## src/rtl/uart_pkg.sv

```systemverilog
// uart_pkg: shared UART types and defaults for the transmitter, baud generator and tx buffer.
// Contents: UART_DBIT (default data width), buf_state_t (tx buffer launch FSM states).
package uart_pkg;
  localparam int UART_DBIT = 8;
  typedef enum logic [1:0] {IDLE, START, BUSY} buf_state_t;
endpackage

```

## src/rtl/sync_fifo.sv

```systemverilog
// sync_fifo: circular FIFO with an occupancy counter, synchronous flush and an overflow pulse.
// Ports: clk, reset_n (async active-low); wr_en/wr_data push port; rd_en pop port with
// combinational rd_data = mem[rd_ptr]; flush clears pointers and count; full, empty and count
// report occupancy; overflow pulses the cycle after a write that arrived while full.
module sync_fifo #(
  parameter int DBIT = 8,
  parameter int DEPTH_LOG2 = 4
) (
  input  logic                  clk,
  input  logic                  reset_n,
  input  logic                  wr_en,
  input  logic [DBIT-1:0]       wr_data,
  input  logic                  rd_en,
  input  logic                  flush,
  output logic [DBIT-1:0]       rd_data,
  output logic                  full,
  output logic                  empty,
  output logic [DEPTH_LOG2:0]   count,
  output logic                  overflow
);
  localparam int DEPTH = 1 << DEPTH_LOG2;
  logic [DBIT-1:0] mem [DEPTH];
  logic [DEPTH_LOG2-1:0] wr_ptr, rd_ptr;
  logic push, pop;
  // push is judged against the pre-pop full flag, so a write while full is dropped even on a pop cycle
  assign push = wr_en & ~full & ~flush;
  assign pop = rd_en & ~empty & ~flush;
  assign full = count == (DEPTH_LOG2+1)'(DEPTH);
  assign empty = count == '0;
  assign rd_data = mem[rd_ptr];
  always_ff @(posedge clk)
    if (push) mem[wr_ptr] <= wr_data;
  always_ff @(posedge clk or negedge reset_n)
    if (!reset_n) begin
      wr_ptr <= '0;
      rd_ptr <= '0;
      count <= '0;
      overflow <= 1'b0;
    end else begin
      overflow <= wr_en & full;
      wr_ptr <= flush ? '0 : wr_ptr + DEPTH_LOG2'(push);
      rd_ptr <= flush ? '0 : rd_ptr + DEPTH_LOG2'(pop);
      count <= flush ? '0 : count + (DEPTH_LOG2+1)'(push) - (DEPTH_LOG2+1)'(pop);
    end
endmodule

```

## src/rtl/uart_tx_buffer.sv

```systemverilog
// uart_tx_buffer: byte FIFO plus launch FSM feeding a UART transmitter via tx_start/din/tx_done_tick.
// Ports: clk, reset_n (async active-low); wr_en/wr_data host write port; flush clears the queue
// without aborting the byte in flight; full/empty/count/overflow FIFO status; tx_busy high in
// START or BUSY; tx_start one-cycle launch pulse; din byte held for the transmitter;
// tx_done_tick completion pulse from the transmitter.
module uart_tx_buffer
  import uart_pkg::*;
#(
  parameter int DEPTH_LOG2 = 4,
  parameter int DBIT = UART_DBIT
) (
  input  logic                  clk,
  input  logic                  reset_n,
  input  logic                  wr_en,
  input  logic [DBIT-1:0]       wr_data,
  input  logic                  flush,
  output logic                  full,
  output logic                  empty,
  output logic [DEPTH_LOG2:0]   count,
  output logic                  overflow,
  output logic                  tx_busy,
  output logic                  tx_start,
  output logic [DBIT-1:0]       din,
  input  logic                  tx_done_tick
);
  buf_state_t state;
  logic launch;
  logic [DBIT-1:0] rd_data;
  assign launch = (state == IDLE) & ~empty & ~flush;
  assign tx_start = state == START;
  assign tx_busy = state != IDLE;
  sync_fifo #(.DBIT(DBIT), .DEPTH_LOG2(DEPTH_LOG2)) u_fifo (
    .clk(clk),
    .reset_n(reset_n),
    .wr_en(wr_en),
    .wr_data(wr_data),
    .rd_en(launch),
    .flush(flush),
    .rd_data(rd_data),
    .full(full),
    .empty(empty),
    .count(count),
    .overflow(overflow)
  );
  always_ff @(posedge clk or negedge reset_n)
    if (!reset_n) begin
      state <= IDLE;
      din <= '0;
    end else begin
      case (state)
        IDLE: if (launch) begin
          din <= rd_data;
          state <= START;
        end
        START: state <= BUSY;
        BUSY: if (tx_done_tick) state <= IDLE;
        default: state <= IDLE;
      endcase
    end
endmodule

```

## config.mk

```make
export PLATFORM = sky130hd
export DESIGN_NAME = uart_tx_buffer
export DESIGN_NICKNAME = d
export VERILOG_FILES = /design/src/rtl/uart_pkg.sv /design/src/rtl/sync_fifo.sv /design/src/rtl/uart_tx_buffer.sv
export SDC_FILE = /design/constraint.sdc
export NUM_CORES = 1
export LEC_CHECK = 0
export CAP_MARGIN = 20
export CORE_UTILIZATION = 45
export DETAILED_ROUTE_END_ITERATION = 16
export SLEW_MARGIN = 10
export SYNTH_ARGS = -nofsm -noshare
export SYNTH_HDL_FRONTEND = slang
export SYNTH_SLANG_ARGS = --single-unit
```

## constraint.sdc

```tcl
create_clock -name clk -period 3.25 [get_ports clk]
set_input_delay 0.65 -clock clk [delete_from_list [all_inputs] [get_ports clk]]
set_output_delay 0.65 -clock clk [all_outputs]
set_load 0.03 [all_outputs]
```

Word-level counts from Yosys, hierarchy flattened
Memories as Yosys holds them, arrays and structs flattened. A register that Yosys moved wholly into a read port is not among the register bits.
Cells that the tools add are included.
{"block": "classes", "n_addsub": 4, "multipliers": 0, "n_div": 0, "n_lt_le_gt_ge": 0, "eq_ne": 5, "shifts": 0, "muxes": 8, "bitwise_logic": 10, "reduce_logical": 6}
{"operator": "$add A4 B1 Y4", "count": 2}
{"operator": "$mux W4", "count": 2}
{"operator": "$and A1 B1 Y1", "count": 7}
{"operator": "$pmux W2 S3", "count": 1}
{"operator": "$add A5 B1 Y5", "count": 1}
{"operator": "$eq A5 B5 Y1 const B", "count": 1}
{"operator": "$logic_not A5 Y1", "count": 1}
{"operator": "$mux W5", "count": 1}
{"operator": "$sub A5 B1 Y5", "count": 1}
{"operator": "$mux W2", "count": 2}
{"operator": "$reduce_and A2 Y1", "count": 2}
{"operator": "$not A1 Y1", "count": 3}
{"operator": "$eq A2 B1 Y1 const B", "count": 1}
{"operator": "$eq A2 B2 Y1 const B", "count": 1}
{"operator": "$logic_not A2 Y1", "count": 1}
{"operator": "$mux W1", "count": 2}
{"operator": "$ne A2 B1 Y1 const B", "count": 1}
{"operator": "$ne A2 B2 Y1 const B", "count": 1}
{"operator": "$reduce_bool A2 Y1", "count": 1}
{"operator": "$logic_not A1 Y1", "count": 1}
{"block": "totals", "ff_bits": 16, "latch_bits": 0, "mem_bits_rw": 128, "rom_bits": 0, "inputBits": 13, "output_inout_bits": 18, "wordCells": 39, "mem_count": 1}
{"name": "u_fifo.mem", "depth": 16, "width": 8, "read_ports": 1, "rd_clocked_by_memory_dff": 1, "wr": 1, "line": "sync_fifo.sv:22", "source": "logic [DBIT-1:0] mem [DEPTH];"}

Longest topological paths before layout
Gate-level depths: netlist of the first run.
{"block": "depth", "depth_word": 8, "depth_mapped": 14, "depth_no_buf": 13}

Hierarchy
A second synthesis of the first run with hierarchy kept.
{"block": "hier_totals", "hier_cells": 316, "hier_area_um2": 6149.6}
{"mod": "sync_fifo", "n_inst": 1, "cells_each": 292, "area_each_um2": 5755.5, "seq_area_each_um2": 4194.0}
{"mod": "uart_tx_buffer", "n_inst": 1, "cells_each": 24, "area_each_um2": 394.1, "seq_area_each_um2": 250.2}

Worst setup path after synthesis of the first run
OpenSTA, ideal clock, no wires.
{"block": "synth_path", "kind": "reg2reg", "startpoint": "reg u_fifo.count[3]", "endpoint": "reg u_fifo.count[4]", "setup_time_ns": 0.135, "arrival_ns": 3.189, "required_ns": 3.115, "slack_ns": -0.074, "stages_incl_launch_ff": 15, "path_buffers": 1, "synth_period_minus_slack_ns": 3.324, "path_cell_list": "dfrtp_1 > inv_1 > ha_1 > nor4b_2 > nor3_2 > buf_4 > ha_1 > inv_1 > ha_1 > inv_1 > fa_1 > nor2b_1 > o21bai_1 > a21oi_1 > nor3b_1"}
{"block": "synth_via", "elab_chain_cells": 8, "elab_cells_between_ends": 13}
{"item": "start, declared", "line": "sync_fifo.sv:18", "source": "output logic [DEPTH_LOG2:0] count,"}
{"item": "start signal, assigned", "line": "sync_fifo.sv:43", "source": "count <= flush ? '0 : count + (DEPTH_LOG2+1)'(push) - (DEPTH_LOG2+1)'(pop);"}
{"item": "$logic_not A5 Y1 (*)", "line": "sync_fifo.sv:29", "source": "assign empty = count == '0;"}
{"item": "net empty", "line": "uart_tx_buffer.sv:18", "source": "output logic empty,"}
{"item": "$not A1 Y1 (*)", "line": "sync_fifo.sv:27, uart_tx_buffer.sv:29"}
{"item": "$and A1 B1 Y1 (2 in series)", "line": "uart_tx_buffer.sv:29", "source": "assign launch = (state == IDLE) & ~empty & ~flush;"}
{"item": "$and A1 B1 Y1 (*) (2 in series)", "line": "sync_fifo.sv:27", "source": "assign pop = rd_en & ~empty & ~flush;"}
{"item": "$sub A5 B1 Y5 (*)", "line": "sync_fifo.sv:43"}
{"item": "$mux W5 (*)", "line": "sync_fifo.sv:43"}
The timed path passes the listed nets; every way through them passes the cells marked *.
A chain may end at the register's enable or synchronous reset.

Worst setup path in the final report of the first run
{"block": "layout_path", "startpoint": "reg u_fifo.count[2]", "endpoint": "out empty"}
{"block": "layout_via", "elab_chain_cells": 1}
{"item": "$logic_not A5 Y1", "line": "sync_fifo.sv:29"}
{"item": "end, declared", "line": "uart_tx_buffer.sv:18"}
Every way passes these cells.

==> summary.txt, run 1 <==
Status
  – Status: complete, no violations

Drt
  – Via count: 3059
  – Routed wire length: 11940 um
  – Avg WL per Cell: 21.16 um
  – Post-route ant nets: 0
  – Number of DRC markers in iteration 0: 178
  – Via-per-instance ratio: 5.424
  – Residual DRC: 0
  – First-pass DRT Iterations: 4

Global route
  – Initial antenna violation count: 0
  – First-pass GRT wire length: 18900 um
  – GRT overflow: 0
  – Tot GR Track Use: 0.1885
  – Vias in the first global route: 3233
  – Largest net degree at the start of global routing: 35

Critical path
  – CP Max Fanout: 3
  – Worst r2r dst: u_fifo.count[4]
  – Crit path largest cell delay: 0.73 ns
  – Critical Path Sink Type: primary output
  – CP arrival: 2.11 ns
  – Kind of critical path: reg2out
  – Slowest cell on crit path: clkdlybuf4s50_1
  – Worst path cell trace: inv_1, ha_1, nor4b_4, clkdlybuf4s50_1
  – Family with the most delay on the worst path: buffers and inverters
  – R2r setup slk: 0.68 ns
  – Worst path required time: 2.60 ns
  – R2R Path Start: u_fifo.count[2]
  – Startpoint Class: flop
  – R2R depth: 13
  – CP bufs+invs: 2

CTS
  – Reg clk slew, reported paths: 0.06 ns
  – CTS H-tree depth: 4
  – Post-cts sizing count: 0
  – Clock root buffer master: clkbuf_16
  – CTS sink cnt: 152
  – Number of setup buffers added after CTS: 0
  – Clock buffer count from CTS: 17
  – TritonCTS clock tree: built
  – # hold bufs at CTS: 0
  – Max clock buf depth: 2
  – Clock Latency Late Sink: 0.42 ns

Floorplan
  – DIE AREA: 14080 um2
  – I/O pins: 31
  – Die Height: 118.7 um
  – Core area: 13240 um2
  – Initial Util: 0.4624
  – Std cell rows: 42
  – Horiz. Die Dim: 118.7 um

Place
  – Port Buf Inserts: 30
  – HPWL Detailed: 7907 um
  – Routability cong.: 0.7324
  – Cells after DPL: 533

Synth
  – Syn_area_per_cell: 19.44 um2
  – Post-Synthesis Cells: 315
  – Seq/Total Area, Yosys: 0.7258
  – Synthesized area: 6123 um2
  – Syn. warnings: 0
  – Synth Register Bits: 152
  – Syn nets: 339
  – Synth cell types: 37

Power
  – Worst IR Drop VDD: 0.0003642 V
  – PD cells: 796.4 nW/um2
  – Total power: 5867 uW
  – Lkg Pwr: 0.002501 uW

Worst hold path
  – Min-delay worst type: reg2reg
  – HP Start: state[1]
  – WHS Path Cells: 1
  – Worst Hold End: state[1]

Cells and area
  – Fin nets: 400
  – Ant diodes: 0
  – Final Non-Filler Cells: 564
  – Area Growth Syn to Fin: 20.31%
  – Most common cell after layout, fill and taps aside: edfxtp_1
  – Footprint of the multi-input gates: 1560 um2
  – Commonest non-fill, non-tap cells in the layout: edfxtp_1 (128), mux4_2 (32), clkdlybuf4s50_1 (30)
  – Fillers: 1066
  – Storage cell area: 4446 um2
  – Final Util: 0.5563
  – Layout cell share with drive strength beyond 1: 0.2784

STA
  – Hold Fails Final Rpt: 0
  – # setup viols final: 0
  – Max Fclk: 362.8 MHz
  – Final Slew Violations: 0
  – Tcrit/Tclk final: 0.8482
  – Layout Skew: 0.009119 ns
  – Slew @ Worst Pin: 0.9026 ns
  – Setup TNS: 0 ns
  – Unrepaired setup endpoints after global routing: no
  – Final min period: 2.757 ns
  – Slew headroom: 0.3964

Flow run
  – Maxcap violations: 0
## cells by family after synthesis
family | synth area share
compound gates | 0.03310
xor+xnor | 0.008584
fa+ha+maj | 0.02370
buf+inv | 0.02084
flops | 0.7258
mux | 0.1308
simple gates | 0.05722
## cell usage after synthesis, drive strengths merged
master  number  area (um2)
clkbuf       5       20.01
fa           1       20.02
a21oi        2       10.01
mux2i        8       80.08
and2         2       15.02
a21o         2       15.01
nand2b       3       18.77
xor2         3       26.28
edfxtp     128        3844
or3b         1       8.760
mux4        32       720.7
nor3b        2       26.28
ha          10       125.1
buf         11       77.56
nand3        4       20.02
nor2        27       101.4
o21bai       1       7.510
inv          8       30.03
o22ai        8       50.05
or2          2       15.02
xnor2        3       26.28
nor4b        1       15.01
a221oi       8       120.1
nand3b       2       15.01
nor2b        8       50.05
and4bb       1       16.27
nor3         7       45.04
nand2        1       3.750
dfrtp       24       600.6
## sequential cells by signal, indices dropped and copies added (netlist names)
signal,count
u_fifo.mem,128
u_fifo.rd_ptr,4
state,2
u_fifo.overflow,1
din,8
u_fifo.count,5
u_fifo.wr_ptr,4
## layer usage
| metal | vias to the layer above | GRT usage | share of wire |
|---|---|---|---|
| li1 | 1379 | - | - |
| met3 | 18 | 0.04537 | 0.039 |
| met4 | 0 | 0.08465 | 0.019 |
| met2 | 64 | 0.2979 | 0.49 |
| met1 | 1598 | 0.2485 | 0.45 |
| met5 | - | 0 | 0 |
## power by group
part / internal [uW] / switching, uW
Clock: 1150 / 796
Combinational: 770 / 776
Sequential: 2240 / 141
Total: 4150 / 1710
## final cells by class
| type | count | area share |
|---|---|---|
| sequential | 152 | 0.6034 |
| multi-input combinational | 139 | 0.2118 |
| timing repair buffer | 58 | 0.07099 |
| clock buffer | 17 | 0.05774 |
| tap | 176 | 0.02989 |
| clock inverter | 14 | 0.02208 |
| inverter | 8 | 0.004076 |
## through the flow
step / hold slack (ns) / setup slack [ns] / instance area, um2
after floorplan: 0.3544 / 0.1903 / 6132
final: 0.5356 / 0.4933 / 7367
after global placement: 0.4909 / 0.4096 / 6779
after global routing: 0.5585 / 0.3879 / 7367
after detailed placement: 0.5389 / 0.3670 / 6779
after CTS: 0.5545 / 0.4556 / 7367
## worst max path at each step
stage                          from  slack (ns)  cells past startpoint               to
global placement              flush        0.41                     11  u_fifo.count[4]
CTS                 u_fifo.count[2]        0.46                      4            empty
detailed placement            flush        0.37                     11  u_fifo.count[4]
global route        u_fifo.count[2]        0.39                      4            empty
finish              u_fifo.count[2]        0.49                      4            empty
floorplan           u_fifo.count[3]        0.19                     14  u_fifo.count[4]
Power figures use the tool's default switching activity.
==> run 2: changes to the inputs <==
- clock period: 3.25 -> 2.2 ns (I/O delays scaled with it)
==> summary.txt, run 2 (synthesis results as in run 1) <==
Floorplan
  – Horiz. Die Dim: 118.7 um
  – Core area: 13240 um2
  – Die Height: 118.7 um
  – Initial Util: 0.4624
  – I/O pins: 31
  – Std cell rows: 42
  – DIE AREA: 14080 um2

CTS
  – Clock Latency Late Sink: 0.42 ns
  – Max clock buf depth: 2
  – CTS sink cnt: 152
  – CTS H-tree depth: 4
  – Reg clk slew, reported paths: 0.06 ns
  – Clock buffer count from CTS: 17
  – TritonCTS clock tree: built
  – Clock root buffer master: clkbuf_16

Power
  – PD cells: 1160 nW/um2
  – Lkg Pwr: 0.002623 uW
  – Worst IR Drop VDD: 0.0005259 V

Global route
  – GRT overflow: 0
  – First-pass GRT wire length: 19320 um
  – Tot GR Track Use: 0.1942
  – Largest net degree at the start of global routing: 35
  – Initial antenna violation count: 0
  – Vias in the first global route: 3227

STA
  – Final min period: 2.289 ns
  – Max Fclk: 436.9 MHz
  – Layout Skew: 0.008771 ns
  – Slew @ Worst Pin: 0.6562 ns
  – Tcrit/Tclk final: 1.040
  – Final Slew Violations: 0
  – Final worst slack: -0.08885 ns
  – # setup viols final: 1
  – Slew headroom: 0.5611
  – Hold Fails Final Rpt: 0
  – Unrepaired setup endpoints after global routing: yes
  – Setup TNS: -0.08885 ns

Cells and area
  – Most common cell after layout, fill and taps aside: edfxtp_1
  – Fin nets: 420
  – Final Non-Filler Cells: 584
  – Commonest non-fill, non-tap cells in the layout: edfxtp_1 (128), buf_4 (36), mux4_2 (32)
  – Biggest regs: u_fifo.mem: 128 flops, din: 8 flops, u_fifo.count: 5 flops
  – Ant diodes: 0
  – Max FFs per register: 128
  – Top reg by flops: u_fifo.mem
  – Area Growth Syn to Fin: 25.95%
  – Layout cell share with drive strength beyond 1: 0.3676

Critical path
  – Family with the most delay on the worst path: adder cells
  – Worst path required time: 2.50 ns
  – CP bufs+invs: 3
  – CP arrival: 2.59 ns
  – Worst path cell trace: inv_2, ha_4, nor4b_4, nor3_4, ha_4, inv_2, ha_4, inv_2, fa_2, nor2b_2, o21bai_1, a21oi_1, nor3b_2
  – Critical Path Sink Type: flop
  – Crit path largest cell delay: 0.40 ns
  – Startpoint Class: flop
  – Kind of critical path: reg2reg
  – CP Max Fanout: 2
  – R2R depth: 13
  – Cell count along the critical path: 13
  – Slowest cell on crit path: dfrtp_2

Drt
  – Via count: 3105
  – Number of DRC markers in iteration 0: 202
  – Residual DRC: 0
  – Post-route ant nets: 0
  – Metal2 WL: 5758 um
  – Routed length on met1: 5777 um
  – Met3 Wirelength: 496 um
  – Routed wire length: 12240 um
  – Via-per-instance ratio: 5.317
  – Top sig layer: met4
  – Avg WL per Cell: 20.96 um
  – First-pass DRT Iterations: 4

Place
  – Port Buf Inserts: 30
  – HPWL Detailed: 7923 um
  – Cells after DPL: 548
  – Routability cong.: 0.7497

Status
  – Status: finished with violations
  – Failing checks: setup timing

Flow run
  – Maxcap violations: 0

Worst hold path
  – Min-delay worst type: in2async
## run 2: cell count changes in the layout (fill, tap and decap cells not counted), moves of 9 or more
cell    delta
buf_4      +9
nor2_1    -12
nor2_2     +9
buf_12     +9
## run 2: area by class of cell
cell class              count  area, um2
clock buffers              21      440.4
clock inverters            10      103.9
fillers                  1018       5530
inverters                   8      30.03
multi-input cells         139       1684
flip-flops and latches    152       4449
well taps                 176      220.2
repair buffers             78      784.5
## run 2: metrics by stage
step | total power [uW] | hold slack (ns) | worst slack [ns] | area [um2] | util
after floorplan | 5319 | 0.1444 | -0.6726 | 6261 | -
after global placement | 6231 | 0.5664 | -0.3349 | 7129 | 0.5384
after detailed placement | 6275 | 0.5680 | -0.3619 | 7129 | 0.5384
after CTS | 9025 | 0.3952 | -0.1031 | 7699 | 0.5813
after global routing | 9356 | 0.4278 | -0.2218 | 7712 | 0.5824
final | 8943 | 0.4040 | -0.08885 | 7712 | 0.5824
## run 2: repair_timing
| action | in CTS | in global routing |
|---|---|---|
| setup endpoints to repair | 13 | 43 |
| setup buffers | 3 | 2 |
| hold buffers | 0 | 0 |
| resized for setup | 7 | 2 |
| pin swaps | 7 | 6 |
## run 2: final timing paths
check	from	endpoint	slack, ns
worst max-delay path	u_fifo.count[3]	u_fifo.count[4]	-0.09
worst min-delay path	reset_n	state[0]	0.40
worst max register to register	u_fifo.count[3]	u_fifo.count[4]	-0.09
worst min register to register	state[1]	state[1]	0.58
max in group asynchronous	reset_n	u_fifo.count[3]	1.53
min in group clk	state[1]	state[1]	0.58
## run 2: power by group
part	internal [uW]	total [uW]	switching, uW	leakage, uW
sequential	3310	3480	164	0.00145
combinational	1400	2750	1340	0.000915
clock	1650	2720	1070	0.000257
## run 2: metal layers
| metal | global-route usage | vias to the layer above |
|---|---|---|
| met3 | 0.04537 | 13 |
| met5 | 0 | - |
| met4 | 0.07595 | 0 |
| met1 | 0.2815 | 1594 |
| li1 | - | 1417 |
| met2 | 0.2855 | 81 |
